==> src/rtl/apb_gpio32_if.sv <==
// APB bus bundle for the GPIO register block.
// The slave drives read data and the tied-off handshake responses.
interface apb_gpio32_if;
  logic        PSEL;
  logic        PENABLE;
  logic        PWRITE;
  logic [5:0]  PADDR;
  logic [31:0] PWDATA;
  logic [31:0] PRDATA;
  logic        PREADY;
  logic        PSLVERR;

  modport master (
    output PSEL, PENABLE, PWRITE, PADDR, PWDATA,
    input  PRDATA, PREADY, PSLVERR
  );

  modport slave (
    input  PSEL, PENABLE, PWRITE, PADDR, PWDATA,
    output PRDATA, PREADY, PSLVERR
  );
endinterface

==> src/rtl/apb_gpio32.sv <==
// APB register block for a 32-pin GPIO port: output/direction/AF/mode/speed
// registers toward the IO mux, synchronised input read-back and edge interrupts.
module apb_gpio32 #(
  parameter int NPIN        = 32,
  parameter int SYNC_STAGES = 2
) (
  input  logic        PCLK,
  input  logic        PRESETn,
  apb_gpio32_if.slave apb,
  output logic [31:0] GPIO_DI,
  output logic [31:0] GPIO_DIR,
  output logic [31:0] GPIO_AFC,
  output logic [63:0] GPIO_PM,
  output logic [63:0] GPIO_PS,
  input  logic [31:0] GPIO_DO,
  output logic        IRQ
);

  localparam logic [3:0] A_IDR  = 4'h0;
  localparam logic [3:0] A_ODR  = 4'h1;
  localparam logic [3:0] A_BSET = 4'h2;
  localparam logic [3:0] A_BCLR = 4'h3;
  localparam logic [3:0] A_DIR  = 4'h4;
  localparam logic [3:0] A_AFC  = 4'h5;
  localparam logic [3:0] A_PML  = 4'h6;
  localparam logic [3:0] A_PMH  = 4'h7;
  localparam logic [3:0] A_PSL  = 4'h8;
  localparam logic [3:0] A_PSH  = 4'h9;
  localparam logic [3:0] A_IER  = 4'hA;
  localparam logic [3:0] A_EDGE = 4'hB;
  localparam logic [3:0] A_ISR  = 4'hC;

  function automatic logic [31:0] pin_mask();
    logic [31:0] m;
    for (int i = 0; i < 32; i++) m[i] = (i < NPIN);
    return m;
  endfunction

  // Two mode/speed bits per pin, so a bit belongs to pin i/2.
  function automatic logic [63:0] field_mask();
    logic [63:0] m;
    for (int i = 0; i < 64; i++) m[i] = ((i / 2) < NPIN);
    return m;
  endfunction

  localparam logic [31:0] PMASK = pin_mask();
  localparam logic [63:0] FMASK = field_mask();

  logic [31:0] sync_p [SYNC_STAGES];
  logic [31:0] sync_in;
  logic [31:0] prev;
  logic [31:0] odr, dir, afc, ier, edge_sel, isr;
  logic [63:0] pm, ps;
  logic        irq;

  logic        wr;
  logic [3:0]  addr;
  logic [31:0] wdata;
  logic [31:0] clr;
  logic [31:0] rise, fall, evt;
  logic [31:0] isr_next;
  logic [31:0] rdata;
  logic        unused_addr_lsb;

  assign addr            = apb.PADDR[5:2];
  assign unused_addr_lsb = ^apb.PADDR[1:0];
  assign wr              = apb.PSEL & apb.PENABLE & apb.PWRITE;
  assign wdata           = apb.PWDATA & PMASK;

  // Input synchroniser: stage 0 samples the asynchronous pins.
  always_ff @(posedge PCLK or negedge PRESETn) begin
    if (!PRESETn) begin
      for (int i = 0; i < SYNC_STAGES; i++) sync_p[i] <= '0;
    end else begin
      sync_p[0] <= GPIO_DO & PMASK;
      for (int i = 1; i < SYNC_STAGES; i++) sync_p[i] <= sync_p[i-1];
    end
  end

  assign sync_in = sync_p[SYNC_STAGES-1];

  // Edge detect on the synchronised value; a same-cycle set beats a W1C clear.
  always_comb begin
    clr      = (wr && addr == A_ISR) ? wdata : '0;
    rise     = sync_in & ~prev;
    fall     = ~sync_in & prev;
    evt      = ier & ((edge_sel & fall) | (~edge_sel & rise));
    isr_next = ((isr & ~clr) | evt) & PMASK;
  end

  always_ff @(posedge PCLK or negedge PRESETn) begin
    if (!PRESETn) begin
      odr      <= '0;
      dir      <= '0;
      afc      <= '0;
      pm       <= '0;
      ps       <= '0;
      ier      <= '0;
      edge_sel <= '0;
      isr      <= '0;
      prev     <= '0;
      irq      <= 1'b0;
    end else begin
      if (wr) begin
        case (addr)
          A_ODR:   odr          <= wdata;
          A_BSET:  odr          <= odr | wdata;
          A_BCLR:  odr          <= odr & ~wdata;
          A_DIR:   dir          <= wdata;
          A_AFC:   afc          <= wdata;
          A_PML:   pm[31:0]     <= apb.PWDATA & FMASK[31:0];
          A_PMH:   pm[63:32]    <= apb.PWDATA & FMASK[63:32];
          A_PSL:   ps[31:0]     <= apb.PWDATA & FMASK[31:0];
          A_PSH:   ps[63:32]    <= apb.PWDATA & FMASK[63:32];
          A_IER:   ier          <= wdata;
          A_EDGE:  edge_sel     <= wdata;
          default: ;
        endcase
      end
      prev <= sync_in;
      isr  <= isr_next;
      irq  <= |(isr_next & ier);
    end
  end

  // Read mux is combinational; write-only and unmapped offsets return 0.
  always_comb begin
    rdata = '0;
    if (apb.PSEL && !apb.PWRITE) begin
      case (addr)
        A_IDR:   rdata = sync_in;
        A_ODR:   rdata = odr;
        A_DIR:   rdata = dir;
        A_AFC:   rdata = afc;
        A_PML:   rdata = pm[31:0];
        A_PMH:   rdata = pm[63:32];
        A_PSL:   rdata = ps[31:0];
        A_PSH:   rdata = ps[63:32];
        A_IER:   rdata = ier;
        A_EDGE:  rdata = edge_sel;
        A_ISR:   rdata = isr;
        default: rdata = '0;
      endcase
    end
  end

  assign apb.PRDATA  = rdata;
  assign apb.PREADY  = 1'b1;
  assign apb.PSLVERR = 1'b0;

  assign GPIO_DI  = odr;
  assign GPIO_DIR = dir;
  assign GPIO_AFC = afc;
  assign GPIO_PM  = pm;
  assign GPIO_PS  = ps;
  assign IRQ      = irq;

endmodule

==> src/flat_wrapper.sv <==
// flat-port wrapper written by rule: the top's interface ports become plain ports
module apb_gpio32_flat 
#(
  parameter int NPIN        = 32,
  parameter int SYNC_STAGES = 2
)
  (PCLK, PRESETn, GPIO_DI, GPIO_DIR, GPIO_AFC, GPIO_PM, GPIO_PS, GPIO_DO, IRQ, apb_PSEL, apb_PENABLE, apb_PWRITE, apb_PADDR, apb_PWDATA, apb_PRDATA, apb_PREADY, apb_PSLVERR);
  apb_gpio32_if apb_i ();
  input  logic PCLK;
  input  logic PRESETn;
  output logic [31:0] GPIO_DI;
  output logic [31:0] GPIO_DIR;
  output logic [31:0] GPIO_AFC;
  output logic [63:0] GPIO_PM;
  output logic [63:0] GPIO_PS;
  input  logic [31:0] GPIO_DO;
  output logic IRQ;
  input wire logic [$bits(apb_i.PSEL)-1:0] apb_PSEL;
  input wire logic [$bits(apb_i.PENABLE)-1:0] apb_PENABLE;
  input wire logic [$bits(apb_i.PWRITE)-1:0] apb_PWRITE;
  input wire logic [$bits(apb_i.PADDR)-1:0] apb_PADDR;
  input wire logic [$bits(apb_i.PWDATA)-1:0] apb_PWDATA;
  output wire logic [$bits(apb_i.PRDATA)-1:0] apb_PRDATA;
  output wire logic [$bits(apb_i.PREADY)-1:0] apb_PREADY;
  output wire logic [$bits(apb_i.PSLVERR)-1:0] apb_PSLVERR;
  assign apb_i.PSEL = apb_PSEL;
  assign apb_i.PENABLE = apb_PENABLE;
  assign apb_i.PWRITE = apb_PWRITE;
  assign apb_i.PADDR = apb_PADDR;
  assign apb_i.PWDATA = apb_PWDATA;
  assign apb_PRDATA = apb_i.PRDATA;
  assign apb_PREADY = apb_i.PREADY;
  assign apb_PSLVERR = apb_i.PSLVERR;
  apb_gpio32 #(.NPIN(NPIN), .SYNC_STAGES(SYNC_STAGES)) u_core (.PCLK(PCLK), .PRESETn(PRESETn), .apb(apb_i), .GPIO_DI(GPIO_DI), .GPIO_DIR(GPIO_DIR), .GPIO_AFC(GPIO_AFC), .GPIO_PM(GPIO_PM), .GPIO_PS(GPIO_PS), .GPIO_DO(GPIO_DO), .IRQ(IRQ));
endmodule
==> config.mk <==
export PLATFORM = sky130hd
export DESIGN_NAME = apb_gpio32_flat
export DESIGN_NICKNAME = d
export VERILOG_FILES = /design/src/rtl/apb_gpio32_if.sv /design/src/rtl/apb_gpio32.sv /design/src/flat_wrapper.sv
export SDC_FILE = /design/constraint.sdc
export NUM_CORES = 1
export LEC_CHECK = 0
export BUFFER_PORTS_ARGS = -buffer_cell sky130_fd_sc_hd__buf_4
export CAP_MARGIN = 15
export CORE_MARGIN = 2
export CORE_UTILIZATION = 55
export DETAILED_ROUTE_END_ITERATION = 12
export PLACE_DENSITY = 0.76
export REMOVE_ABC_BUFFERS = 1
export SLEW_MARGIN = 30
export SYNTH_ARGS = -nofsm -noshare
export SYNTH_HDL_FRONTEND = slang
export SYNTH_SLANG_ARGS = --single-unit
==> constraint.sdc <==
create_clock -name PCLK -period 3.3 [get_ports PCLK]
set_input_delay 0.165 -clock PCLK [delete_from_list [all_inputs] [get_ports PCLK]]
set_output_delay 0.165 -clock PCLK [all_outputs]
set_load 0.02 [all_outputs]
# After elaboration in Yosys (flattened, before gate mapping)
# Cells that the tools add are included.
dict set report op_classes {
  eq_ne 12
  mux 4
  bitwise_logic 18
  n_reduce_logical 15
}
# cell n
set op_table {}
lappend op_table {{$pmux 32 s11} 1}
lappend op_table {{$and 32x32->32} 8}
lappend op_table {{$not 32->32} 5}
lappend op_table {{$or 32x32->32} 3}
lappend op_table {{$pmux 32 s3} 1}
lappend op_table {{$mux 32} 2}
lappend op_table {{$reduce_or 32->1} 1}
lappend op_table {{$eq 4x4->1 const B} 5}
lappend op_table {{$reduce_and 2->1} 9}
lappend op_table {{$eq 4x3->1 const B} 4}
lappend op_table {{$eq 4x2->1 const B} 2}
lappend op_table {{$eq 4x1->1 const B} 1}
lappend op_table {{$logic_not 4->1} 1}
lappend op_table {{$reduce_bool 3->1} 1}
lappend op_table {{$and 1x1->1} 2}
lappend op_table {{$logic_and 1x1->1} 2}
lappend op_table {{$logic_not 1->1} 1}
dict set report word_totals {
  register_bits 417
  in_bits 75
  out_inout_bits 259
  word_cells 63
}

# Logic depth before layout (Yosys ltp)
# Gate-level depths: netlist (run 1).
dict set report depth {
  word_depth 9
  mapped_depth 9
  mapped_depth_nobuf 6
}

# Least setup slack after synthesis (run 1)
# OpenSTA, ideal clock, no wires.
dict set report synth_path {
  path_type {input to output}
  start {input apb_PADDR[3]}
  end {output apb_PRDATA[18]}
  arrival_time_ns 1.836
  t_required_ns 3.135
  setup_slack_ns 1.299
  path_stages 6
  path_buffers 3
  cell_sequence {buf_1 -> nor4_1 -> buf_2 -> buf_2 -> a221oi_1 -> a31oi_1}
}
dict set report synth_via {
  elab_chain_len 3
  word_cells_on_any_way 13
  cone_classes {eq/ne: 10; mux: 2; reduce/logical: 1}
}
# item line
set synth_rtl {}
lappend synth_rtl {{start: declaration} flat_wrapper.sv:21} ;# input wire logic [$bits(apb_i.PADDR)-1:0] apb_PADDR;
lappend synth_rtl {{$eq 4x4->1 (tied with other cells)} apb_gpio32.sv:130} ;# case (addr)
lappend synth_rtl {{$pmux 32 s11 (*)} apb_gpio32.sv:130}
lappend synth_rtl {{$mux 32 (*)} apb_gpio32.sv:129} ;# if (apb.PSEL && !apb.PWRITE) begin
lappend synth_rtl {{end: declaration} flat_wrapper.sv:23} ;# output wire logic [$bits(apb_i.PRDATA)-1:0] apb_PRDATA;
# Mark *: on every way between the ends. The rest lies on a longest branch, timed or not.

# Worst setup path after layout (run 1)
dict set report layout_path {
  start {input apb_PADDR[5]}
  end {output apb_PRDATA[0]}
}
# Same word-level chain as after synthesis.

==> results of run 1 <==
-- report_power, final --
group	internal, mW	total, mW	leakage (nW)	switching, mW
Sequential	5.65	6.16	5.27	0.509
Clock	2.98	5.00	0.720	2.02
Combinational	1.02	2.20	4.72	1.17
-- worst min path at each step --
stage,start,to,depth (start not counted)
finish,PRESETn,u_core.GPIO_PM[37],2
global route,apb_PADDR[5],u_core.GPIO_DI[10],5
CTS,apb_PADDR[4],u_core.GPIO_DI[10],5
detailed placement,PRESETn,u_core.GPIO_PM[37],1
global placement,PRESETn,u_core.GPIO_PM[37],1
floorplan,PRESETn,u_core.GPIO_AFC[0],0
-- repair_timing --
action,CTS,global route
resized for setup,0,0
hold buffers,65,0
hold endpoints to repair,408,0
-- synth_stat cells (all sizes together), types with 8 or more instances --
| cell | n | share of area [%] |
|---|---|---|
| and2 | 8 | 0.28 |
| nand3 | 9 | 0.25 |
| o21ai | 32 | 0.90 |
| and3b | 32 | 1.6 |
| nand4 | 12 | 0.42 |
| a31oi | 34 | 1.2 |
| dfrtp | 417 | 59 |
| nor2 | 39 | 0.83 |
| nand2 | 114 | 2.4 |
| a222oi | 29 | 1.6 |
| a221oi | 49 | 2.4 |
| a22oi | 30 | 1.3 |
| and3 | 9 | 0.32 |
| buf | 45 | 1.3 |
| a211oi | 32 | 1.4 |
| nor3b | 32 | 1.4 |
| mux2 | 259 | 16 |
| a22o | 52 | 2.6 |
| clkbuf | 79 | 1.7 |
| a21oi | 51 | 1.5 |
-- state kept, by name, indices dropped and copies added (netlist names) --
signal / cells
u_core.GPIO_AFC: 32
u_core.ier: 32
u_core.prev: 32
u_core.GPIO_DI: 32
u_core.sync_p: 32
u_core.GPIO_PS: 64
u_core.GPIO_DIR: 32
u_core.sync_in: 32
u_core.isr: 32
u_core.GPIO_PM: 64
u_core.IRQ: 1
u_core.edge_sel: 32
-- logic make-up after synthesis --
family	Yosys count
compound gates	312
simple gates	283
mux	259
other cells	2
buf+inv	124
flops	417
-- worst register-to-register path, delay by kind of cell (launching register included) --
kind | cells | cell delay (ns)
and+or+nand+nor | 5 | 1.36
AOI/OAI and AO/OA | 1 | 0.44
DFF | 1 | 0.41
-- area by class of cell --
class / count / area (sq um) / share of cell area, %
multi-input cells: 856 / 6860 / 29.9
well taps: 402 / 503 / 2.20
repair buffers: 442 / 3650 / 15.9
clock inverters: 11 / 144 / 0.628
flip-flops and latches: 417 / 10400 / 45.6
clock buffers: 67 / 1320 / 5.75
-- routing by layer --
metal  vias up  track usage, %  routed length, um  part of all wire [%]
met3       182            7.47               5660                   9.6
met5         -               0                  0                     0
met4         0            15.2               2440                   4.1
met1      7229            46.9              22900                    39
li1       5979               -                  -                     -
met2       868            55.5              27800                    47
==> flow_summary.toml, run 1 <==
[setup_path]
crit_cells = 8
worstReg2RegEnd = "u_core.IRQ"
crit_type = "in2out"
startpoint = "apb_PADDR[5]"
cp_max_fo = 13
crit_path_end = "apb_PRDATA[0]"
cp-start-kind = "input port"
crit_slowest_cell = "nor2_4"
end_kind = "primary output"
r2r_setup_slack_ns = 0.97
required_ns = 3.13
path_common_cell = "buf_4"
reg2reg_depth = 6
worstReg2RegStart = "u_core.edge_sel[9]"
critPathMaxStageDelay_ns = 0.59
crit_family = "simple AND/OR/NAND/NOR gates"
crit_chain = "buf_4 > nand2b_1 > nor2_4 > buf_4 > a22o_1 > a221oi_1 > a31oi_1 > buf_4"
arrival_ns = 2.38
worst-path-buf-inv = 3

[global_route]
grt_antenna_before_repair = 0
grt_pass1_wl_um = 88600
overflow = 0
grtUsageTotal_pct = 35.0
grt_pass1_vias = 14400
grt_max_degree = 80

[route]
wire_per_inst_um = 26.8
drtIter0Drc = 1589
ant_nets = 0
drc = 0
vias = 14300
drt_first_pass_iters = 6
wl_um = 58700
routed_via_density = 6.50

[cts]
cts_sinks = 417
clockBufferDepth = 3
numCtsBuffers = 43
cts.clk_slew.worst_paths_ns = 0.06
clock_latency_ns = 0.54
cts_setup_buffers = 0
h-tree-depth = 2
cts_tree = "yes"
root_buffer = "clkbuf_16"

[synthesis]
yosysWarnings = 0
syn_area_sq_um = 17700
synth_cell_types = 37
synthMuxAreaShare_pct = 16.5
synth_seq_area_share_pct = 58.9
synth_edf_count = 0
synth_compound_area_share_pct = 13.0
yosys.area_share.simple_pct = 8.67
synthCells = 1397
synth_seq_cells = 417
avgSynthCellArea_sq_um = 12.7
synth_fa_ha_area_share_pct = 0
synth_ff_type = "dfrtp_1"
synth_top_family_by_area = "multiplexers"
async_flop_share_pct = 100
synth-xor-area-share_pct = 0

[sta]
maxSlewViolCount = 0
hold_viol_final = 0
whs_ns = 0.224
setup_tns_ns = 0
fin_ws_ns = 0.755
setup_viol = 0
rsz0062_at_grt = "false"
min_period_over_period_pct = 77.1
worst_slew_pin_slew_ns = 0.736
fmax_mhz = 393
slew_headroom_pct = 50.9
period_minus_slack_ns = 2.54
clock_skew_ns = 0.00851

[layout]
final_area_sq_um = 22900
final_cell_mix = "dfrtp_1 (417), buf_4 (363), mux2_2 (254)"
nets = 1835
final_common_cell = "dfrtp_1"
area_growth_pct = 29.3
postLayoutCoreUtil_pct = 72.4
diodes = 0
final-instance-count-excl-fill = 2195
layout-drive-gt1-share_pct = 40.4
nFillCells = 2146

[floorplanning]
core_sq_um = 31600
num_rows = 65
start_util_pct = 56.0
die_h_um = 183
die_area_sq_um = 33700
io_pins = 334
die_width_um = 183

[placement]
dpl_worst_slack_ns = 0.637
place_hpwl_um = 37300
place_congestion = 0.847
dp_cells = 2052
placed_area_sq_um = 20800
port_buffers = 329

[outcome]
status = "complete, no violations"

[power]
peakVddDrop_mv = 0.512
leakage_nw = 10.7
totalPowerFinal_mw = 13.4
powerDensity_nw_per_um2 = 583

[job]
maxCapViolations = 0

[hold_path]
hp-class = "in2async"
(Power assumes the default switching activity.)
==> run 2, diff against run 1 <==
==> constraint.sdc (replaced) <==
create_clock -name PCLK -period 2.7 [get_ports PCLK]
set_input_delay 0.135 -clock PCLK [delete_from_list [all_inputs] [get_ports PCLK]]
set_output_delay 0.135 -clock PCLK [all_outputs]
set_load 0.02 [all_outputs]
==> run 2 against run 1 <==
Against the previous run: critical path depth unchanged; final cell count increased by 0.68%; first-iteration DRC count decreased by 3.7%; wire length increased by 0.50%; worst setup slack got worse by 0.44 ns; global-route usage increased by 0.17 points; core utilization increased by 0.35 points; clock-buffer cell count decreased by 3; clock skew increased by 0.011 ns; register-to-register slack got worse by 0.64 ns; die area unchanged; critical path type unchanged; largest cell class unchanged; largest power group unchanged.
==> flow_summary.toml, run 2 (synthesis gave the netlist of run 1 again) <==
[cts]
cts.clk_slew.worst_paths_ns = 0.06
clockBufferDepth = 3
root_buffer = "clkbuf_16"
cts_tree = "yes"
ctsResizeCount = 0
cts_sinks = 417
clock_latency_ns = 0.55
numCtsBuffers = 43
h-tree-depth = 2

[route]
vias = 14400
routed_via_density = 6.52
drtIter0Drc = 1530
wl_um = 59000
wire_per_inst_um = 26.7
drt_first_pass_iters = 7
ant_nets = 0
drc = 0

[global_route]
grt_max_degree = 86
grt_antenna_before_repair = 0
grt_pass1_vias = 14500
overflow = 0
grt_pass1_wl_um = 88900
grtUsageTotal_pct = 35.1

[power]
swShare_pct = 27.9
pwr-share-comb_pct = 16.6
peakVddDrop_mv = 0.546
power.internal_mw = 11.7
leakage_nw = 10.8
p_clk_share_pct = 37.0
p_sw_mw = 4.53
p_seq_share_pct = 46.4
powerDensity_nw_per_um2 = 706

[setup_path]
worstReg2RegEnd = "u_core.IRQ"
crit_cells = 8
critPathMaxStageDelay_ns = 0.43
crit_path_end = "apb_PRDATA[27]"
crit_family = "buffers and inverters"
end_kind = "primary output"
worst-path-buf-inv = 4
cp-start-kind = "input port"
r2r_setup_slack_ns = 0.33
required_ns = 2.57
crit_type = "in2out"
cp_max_fo = 22
crit_chain = "buf_4 > and4bb_4 > buf_4 > buf_4 > a22oi_1 > and3_1 > a21oi_1 > buf_4"
worstReg2RegStart = "u_core.edge_sel[31]"
startpoint = "apb_PADDR[2]"
arrival_ns = 2.24
reg2reg_depth = 6
crit_slowest_cell = "buf_4"
path_common_cell = "buf_4"

[layout]
final-instance-count-excl-fill = 2210
nFillCells = 2097
postLayoutCoreUtil_pct = 72.8
layout-drive-gt1-share_pct = 40.9
final_cell_mix = "dfrtp_1 (417), buf_4 (377), mux2_2 (254)"
nets = 1851
area_growth_pct = 29.9
diodes = 0
final_common_cell = "dfrtp_1"

[sta]
maxSlewViolCount = 0
slew_headroom_pct = 52.2
hold_viol_final = 0
rsz0062_at_grt = "false"
min_period_over_period_pct = 88.1
clock_skew_ns = 0.0191
setup_viol = 0
fmax_mhz = 420
worst_slew_pin_slew_ns = 0.717
period_minus_slack_ns = 2.38

[floorplanning]
die_width_um = 183
die_h_um = 183
core_sq_um = 31600
start_util_pct = 56.0
die_area_sq_um = 33700
io_pins = 334
num_rows = 65

[placement]
place_hpwl_um = 38400
place_congestion = 0.865
port_buffers = 329
dp_cells = 2068

[hold_path]
hp-class = "in2async"

[job]
maxCapViolations = 0

[outcome]
status = "complete, no violations"
[run 2: cell count changes in the layout (fill, tap and decap cells not counted)]
cell,previous run,this run
buf_4,363,377
clkbuf_8,15,10
clkinv_2,4,8
buf_12,13,15
inv_6,3,1
clkbuf_1,9,10
clkbuf_16,43,44
clkinv_8,0,1
clkinvlp_4,1,0
nand2b_2,0,1
nand2b_4,1,0
[run 2: cell type report]
| cell class | count | area [sq um] | share of cell area (%) |
|---|---|---|---|
| Multi-Input combinational cell | 856 | 6850 | 29.8 |
| Clock buffer | 64 | 1280 | 5.54 |
| Clock inverter | 13 | 155 | 0.674 |
| Sequential cell | 417 | 10400 | 45.3 |
| Timing Repair Buffer | 458 | 3800 | 16.5 |
| Tap cell | 402 | 503 | 2.19 |
[run 2: worst min path at each step]
stage / from / slack, ns / depth (start not counted) / endpoint
3_3_place_gp: PRESETn / 0.17 / 1 / u_core.GPIO_PM[29]
3_5_place_dp: PRESETn / 0.17 / 1 / u_core.GPIO_PM[29]
6_report: PRESETn / 0.16 / 2 / u_core.GPIO_AFC[29]
4_1_cts: PRESETn / 0.22 / 2 / u_core.GPIO_PM[29]
5_1_grt: PRESETn / 0.23 / 2 / u_core.edge_sel[5]
2_1_floorplan: PRESETn / -0.16 / 0 / u_core.GPIO_AFC[0]
[run 2: stage by stage]
step	setup slack, ns	instance area (sq um)	hold WS [ns]	total power [mW]	setup TNS (ns)
6_report	0.320	23000	0.164	16.3	0
3_5_place_dp	0.317	20900	0.174	10.2	0
5_1_grt	0.205	23000	0.228	16.8	0
2_1_floorplan	-0.987	17200	-0.161	8.76	-64.56
4_1_cts	0.378	23000	0.215	16.3	0
3_3_place_gp	0.338	20900	0.167	10.1	0
[run 2: timing repair]
action | CTS | global route
setup buffers | 0 | 0
hold buffers | 65 | 0
hold endpoints to repair | 418 | 0
[run 2: worst reg2reg max path: stages, from the launching register on]
cell,delay [ns]
dfrtp_1,0.41
and3b_1,0.19
o21ai_0,0.49
nand4_1,0.22
nor4_1,0.28
nand4_1,0.10
or4_1,0.53
[run 2: power groups by stage]
stage	clock (mW)	sequential [mW]	combinational [mW]
after floorplan	0	7.91	0.842
after global placement	0	7.58	2.54
after detailed placement	0	7.62	2.60
after CTS	6.05	7.52	2.69
after global routing	6.36	7.61	2.86
final	6.01	7.55	2.69
[run 2: per-layer routing]
layer	part of all wire [%]	global-route usage, %
met1	38	46.5
met2	47	56.2
met3	9.7	7.11
met4	4.7	16.4
met5	0.090	1.19
